**config.mk**
```make
export PLATFORM = sky130hd
export DESIGN_NAME = lrc_stream
export DESIGN_NICKNAME = d
export VERILOG_FILES = /design/src/rtl/lrc_stream.sv
export SDC_FILE = /design/constraint.sdc
export NUM_CORES = 1
export LEC_CHECK = 0
export ABC_CLOCK_PERIOD_IN_PS = 2900
export CAP_MARGIN = 20
export CORE_MARGIN = 10
export CORE_UTILIZATION = 40
export CTS_CLUSTER_SIZE = 16
export DETAILED_ROUTE_END_ITERATION = 8
export SLEW_MARGIN = 0
export SYNTH_ARGS = -nofsm -noshare
export SYNTH_HDL_FRONTEND = slang
export SYNTH_SLANG_ARGS = --single-unit
```
**constraint.sdc**
```tcl
create_clock -name clk -period 2.9 [get_ports clk]
set_input_delay 0.58 -clock clk [delete_from_list [all_inputs] [get_ports clk]]
set_output_delay 0.58 -clock clk [all_outputs]
set_load 0.01 [all_outputs]
```
**src/rtl/lrc_stream.sv**
```systemverilog
// Frame-aware longitudinal redundancy check over a valid/ready stream.
// Optional verify flag out_ok is enabled by defining LRC_STREAM_CHECK_EN.
//
// state   | meaning
// IDLE    | waiting for first beat of a frame
// ACCUM   | frame in progress, accumulating beats
// HOLD    | result presented on out_*, waiting for out_ready
module lrc_stream #(
    parameter int WIDTH = 8,
    parameter int MODE  = 0,
    parameter int CNT_W = 16
) (
    input  logic             clk,
    input  logic             rst,
    input  logic             in_valid,
    output logic             in_ready,
    input  logic [WIDTH-1:0] in_data,
    input  logic             in_last,
    output logic             out_valid,
    input  logic             out_ready,
    output logic [WIDTH-1:0] out_lrc,
    output logic [CNT_W-1:0] out_count,
    output logic             out_overflow
`ifdef LRC_STREAM_CHECK_EN
    ,
    output logic             out_ok
`endif
);

    localparam logic [1:0] S_IDLE  = 2'd0;
    localparam logic [1:0] S_ACCUM = 2'd1;
    localparam logic [1:0] S_HOLD  = 2'd2;

    localparam logic [WIDTH-1:0] DATA_ONE = 1;
    localparam logic [CNT_W-1:0] CNT_ONE  = 1;

    logic [1:0]       state;
    logic [WIDTH-1:0] acc;
    logic [CNT_W-1:0] cnt;
    logic             ovf;

    logic             accept;
    logic             cnt_full;
    logic [WIDTH-1:0] acc_next;
    logic [WIDTH-1:0] lrc_fin;
    logic [CNT_W-1:0] cnt_next;

    assign in_ready  = (state != S_HOLD);
    assign out_valid = (state == S_HOLD);
    assign accept    = in_valid & in_ready;
    assign cnt_full  = &cnt;
    assign cnt_next  = cnt_full ? cnt : cnt + CNT_ONE;

    always_comb begin
        acc_next = acc;
        lrc_fin  = acc;
        if (MODE == 0) begin
            acc_next = acc + in_data;
            lrc_fin  = ~acc_next + DATA_ONE;
        end else begin
            acc_next = acc ^ in_data;
            lrc_fin  = acc_next;
        end
    end

    always_ff @(posedge clk or posedge rst) begin
        if (rst) begin
            state        <= S_IDLE;
            acc          <= '0;
            cnt          <= '0;
            ovf          <= 1'b0;
            out_lrc      <= '0;
            out_count    <= '0;
            out_overflow <= 1'b0;
`ifdef LRC_STREAM_CHECK_EN
            out_ok       <= 1'b0;
`endif
        end else begin
            case (state)
                S_IDLE, S_ACCUM: begin
                    if (accept) begin
                        acc <= acc_next;
                        cnt <= cnt_next;
                        ovf <= ovf | cnt_full;
                        if (in_last) begin
                            state        <= S_HOLD;
                            out_lrc      <= lrc_fin;
                            out_count    <= cnt_next;
                            out_overflow <= ovf | cnt_full;
`ifdef LRC_STREAM_CHECK_EN
                            out_ok       <= (acc_next == '0);
`endif
                        end else begin
                            state <= S_ACCUM;
                        end
                    end
                end
                S_HOLD: begin
                    // Result registers keep their value; only frame state clears.
                    if (out_ready) begin
                        state <= S_IDLE;
                        acc   <= '0;
                        cnt   <= '0;
                        ovf   <= 1'b0;
                    end
                end
                default: state <= S_IDLE;
            endcase
        end
    end

endmodule
```
After elaboration in Yosys (flattened, before gate mapping). Index checks and enable logic that the tools add are counted.

Logic and storage cells: 39. Flip-flop bits (word level): 52. Output and inout port bits: 27. Input bits: 13.

Reductions and logical operators: 7. Bitwise operators: 3. Multiplexer cells: 14. Add/subtract/negate cells: 3. Equality and inequality tests: 5.

Operator list (count): $mux 16 (3); $pmux 16 s2 (1); $add 16x1->16 const B (1); $mux 8 (2); $pmux 8 s2 (1); $reduce_and 16->1 (1); $add 8x1->8 const B (1); $add 8x8->8 (1); $not 8->8 (1); $mux 2 (3); $reduce_and 3->1 (2); $ne 2x2->1 const B (2); $pmux 2 s2 (1); $eq 2x1->1 const B (1); $eq 2x2->1 const B (1); $logic_not 2->1 (1); $mux 1 (2); $ne 2x1->1 const B (1); $pmux 1 s2 (1); $reduce_and 2->1 (1); $reduce_bool 2->1 (1); $reduce_or 2->1 (1); $and 1x1->1 (1); $or 1x1->1 (1).

Depth between registers and ports, before layout.
Depth in word-level cells: 4. Depth in mapped cells: 8. Mapped depth without buffers: 8.

Worst setup path after synthesis. OpenSTA, ideal clock, no wires.

Path kind: input -> register. From: in in_data[0]. To: reg out_lrc[7]. Arrival time: 2.197 ns. Required time: 2.777 ns. Library setup time: 0.123 ns. Buffers on the path: 0. Stages on the path: 8. Path slack: 0.580 ns. Cells stage by stage: ha_1 fa_1 a211oi_2 or4b_1 nand4_1 nor4_2 xnor2_1 o21ai_1.

Word-level cells in the longest chain between the ends: 3.

Ends and longest elaborated chain: start, declared (RTL line 17) `input logic [WIDTH-1:0] in_data,`; $add 8x8->8 (RTL line 58) `acc_next = acc + in_data;`; $not 8->8 (RTL line 59) `lrc_fin = ~acc_next + DATA_ONE;`; $add 8x1->8 (RTL line 59); end signal, assigned (RTL line 87) `out_lrc <= lrc_fin;`; end, declared (RTL line 21) `output logic [WIDTH-1:0] out_lrc,`.

No other way between the ends. A chain may end at the register's enable or synchronous reset.

Worst setup path after layout. Ends and elaborated chain as after synthesis.

==> impl_summary.md <==
Yosys
The number of enable-type register cells in the synthesized netlist is 0. After synthesis the netlist holds a flip-flop and latch count of 52. The top cell type by area accounts for 44.8% of the synthesized area.

After synthesis, the cell types taking the most area are dfrtp_1 45%, o21ai_0 7.2%, nand2_1 5.4%. Counting every net in the synthesized netlist gives 332. The post-synthesis instance total is 309. The most used flip-flop cell after synthesis is dfrtp_1. The commonest cells after synthesis are 52 x dfrtp_1, 42 x nand2_1, 42 x o21ai_0. After synthesis, the netlist uses 50 different library cells.

The share of the Yosys chip area taken by registers is 44.8%. The most frequent cell after synthesis is dfrtp_1. A synthesized cell averages 9.39 sq um. The synthesized design spends more area on one cell type than any other, namely dfrtp_1. The total of warnings raised by yosys is 0. The share of async-settable or async-resettable flops after synthesis is 100%. Summing every instance area after synthesis gives 2900 sq um.

Global routing
Global routing used 2.89% of the available met3 tracks. The met2 usage is 17.5%. For this run, global-route usage on met1 was measured as 16.6%.

The number of global-route vias before repair came to 2259. Entering global routing, the biggest net connects 32 pins. The first global-routing pass estimated 11100 microns of wire.

met2 is the most crowded layer. The number of antenna violations at the first check in global routing is 0. Global routing consumed, over all layers together, 11.8% of the routing resources. The total grt overflow is 0.

STA
The worst path uses 88.0% of the clock period. In this run the tightest slew margin relative to its limit is 32.9%. The clock period minus final worst setup slack is 2.55 ns. Derived from the worst setup path, the maximum achievable clock frequency is 0.392 GHz. The final number of hold-violating endpoints is 0. The summed negative setup slack over all endpoints is 0 ns.

Setup repair after global routing left no endpoint under its margin. For the final database, setup skew stands at 0.0121 ns. At the pin with the least slew margin, the transition time is 1.01 ns. The final max-slew violation count is 0. The number of failing setup endpoints in the final timing report is 0.

Cells and area
Excluding fillers, the count of instances in the completed layout stands at 445. The filler cells instantiated in the layout total 672. The number of nets in the final layout is 371. The area of the multi-input gates is 1480 sq um. The relative area change from synthesis to final layout is 21.8%. The number of antenna repair diodes is 0. In the final layout, the share of cells above drive strength 1 is 10.9%. Across the whole layout, storage elements account for 1300 sq um.

Min path
The startpoint of the lowest-slack hold path is out_count[3]. The worst hold path belongs to the class flop to flop.

Power
The standby leakage power is 1.50 nW. The maximum ir drop on the vdd rail is 263 uV. The total chip power is 0.00268 W. Dividing total power by cell area gives a power density of 757 nW/um^2.

Floorplan
The count of boundary I/O pins is 40. The floorplan has 30 rows. In this run the horizontal extent of the chip is 105 microns.

The die covers 11100 sq um. The core region is 6910 sq um. The die height is 105 microns. The initial utilization of the core area, before any placement, comes to 42.0%.

CTS
Gates resized during post-CTS repair numbered 0. The clock drives 52 sinks. The number of buffers created by CTS is 5.

For this design, the CTS-stage hold fixing added 0 buffers. The clock insertion delay at the later pin of the skew report is 0.31 ns. The H-tree depth is 2.

The CTS tree is built. The number of setup buffers added after CTS is 0. The tree is rooted in a clkbuf_8. Clock-pin slew was measured on the worst setup and hold paths at 0.10 ns.

The maximum buffer depth of the clock tree is 2.

Route
The final layout contains routed wiring with a total length of 6530 microns. The count of nets left with antenna violations once routing finished came out at 0. The via count of the routed design is 2346. The DRC violation count after routing is 0. The number of vias per cell after detailed routing is 5.27. The pre-antenna-repair detailed-routing pass consisted of 4 iterations. The average wire per standard cell is 14.7 microns. The number of violations reported at the end of detailed-routing iteration 0 is 99.

Place
The count of placed standard cells including taps is 437. The placed wire-length estimate is 4800 microns. The placer congestion estimate is 0.844. Buffers placed on the I/O ports in this run total 39.

Setup path
The type of the setup path with the least slack is primary input to flop. The type of element launching the critical path is a primary input. The required time at the worst-slack endpoint is 3.09 ns. The worst register-to-register path begins at acc[0]. The critical path starts at in_data[0]. The kind of end point of the critical path is a flop. Of all nets on the critical path, the largest fanout is 3. The worst endpoint data arrival time is 2.74 ns.

Run
The total of max-cap violations is 0.

Run status
The flow ran to the end, and the final reports show no timing, DRC or antenna violations.
==> power breakdown <==
part | switching [W] | internal [W]
Clock | 0.000248 | 0.000283
Sequential | 0.000123 | 0.000875
Combinational | 0.000592 | 0.000555
Total | 0.000963 | 0.00171
==> kinds of logic after synthesis <==
kind of cell / synth area share (%)
fa+ha+maj: 4.57
buf+inv: 4.18
xor+xnor: 7.54
flops: 44.8
simple gates: 17.9
mux: 0.733
compound gates: 20.2
==> worst max-delay path, cell delays in order <==
cell and delay [ns]:
clkdlybuf4s50_1 0.41, ha_1 0.23, fa_1 0.44, a211oi_2 0.23, or4b_1 0.15, nand4_1 0.13, nor4_2 0.34, xnor2_1 0.16
o21ai_1 0.08
==> registers in the layout (all words and copies together) (netlist names) <==
signal / flops
acc: 8
cnt: 16
out_count: 16
out_lrc: 8
out_overflow: 1
ovf: 1
state: 2
==> placed cells by master (no fill, tap or decap), types with 4 or more instances in the layout <==
| master | count |
|---|---|
| dfrtp_1 | 52 |
| nand2_1 | 42 |
| o21ai_0 | 42 |
| clkdlybuf4s50_1 | 39 |
| xnor2_1 | 16 |
| a21oi_1 | 16 |
| nor2_1 | 11 |
| inv_1 | 10 |
| nand3_1 | 10 |
| xor2_1 | 9 |
| ha_1 | 9 |
| buf_4 | 8 |
| a31oi_1 | 7 |
| o21ai_1 | 7 |
| clkbuf_8 | 6 |
| o31ai_1 | 5 |
| nand4_1 | 4 |
| or3_1 | 4 |
==> cell type report <==
cell class	count	area share, %
inverter	11	1.17
multi-input combinational	230	41.9
tap	96	3.40
sequential	52	36.8
clock inverter	2	1.10
clock buffer	6	2.34
timing repair buffer	48	13.3
==> through the flow <==
step                instance area (sq um)  worst slack [ns]  hold WS, ns  util, %
global route                         3530             0.153        0.504     51.2
finish                               3530             0.347        0.484     51.2
global placement                     3410             0.107        0.462     49.4
detailed placement                   3410            0.0482        0.470     49.4
CTS                                  3530             0.368        0.493     51.2
floorplan                            2900             0.580        0.440        -
==> routing by layer <==
metal | routed length [microns] | part of all wire [%]
met4 | 87 | 1.3
met2 | 2840 | 44
met1 | 3350 | 51
met5 | 0 | 0
met3 | 252 | 3.9
==> path summary, 6_finish.rpt <==
check	endpoint	depth (start not counted)	slack, ns
hold / removal	out_count[3]	2	0.48
min in group asynchronous	cnt[14]	2	0.61
setup / recovery	out_lrc[7]	9	0.35
max in group asynchronous	out_count[8]	3	1.75
hold reg to reg	out_count[3]	2	0.48
setup reg to reg	out_lrc[7]	8	0.65
Note: power is estimated with default switching activity, not from simulation.
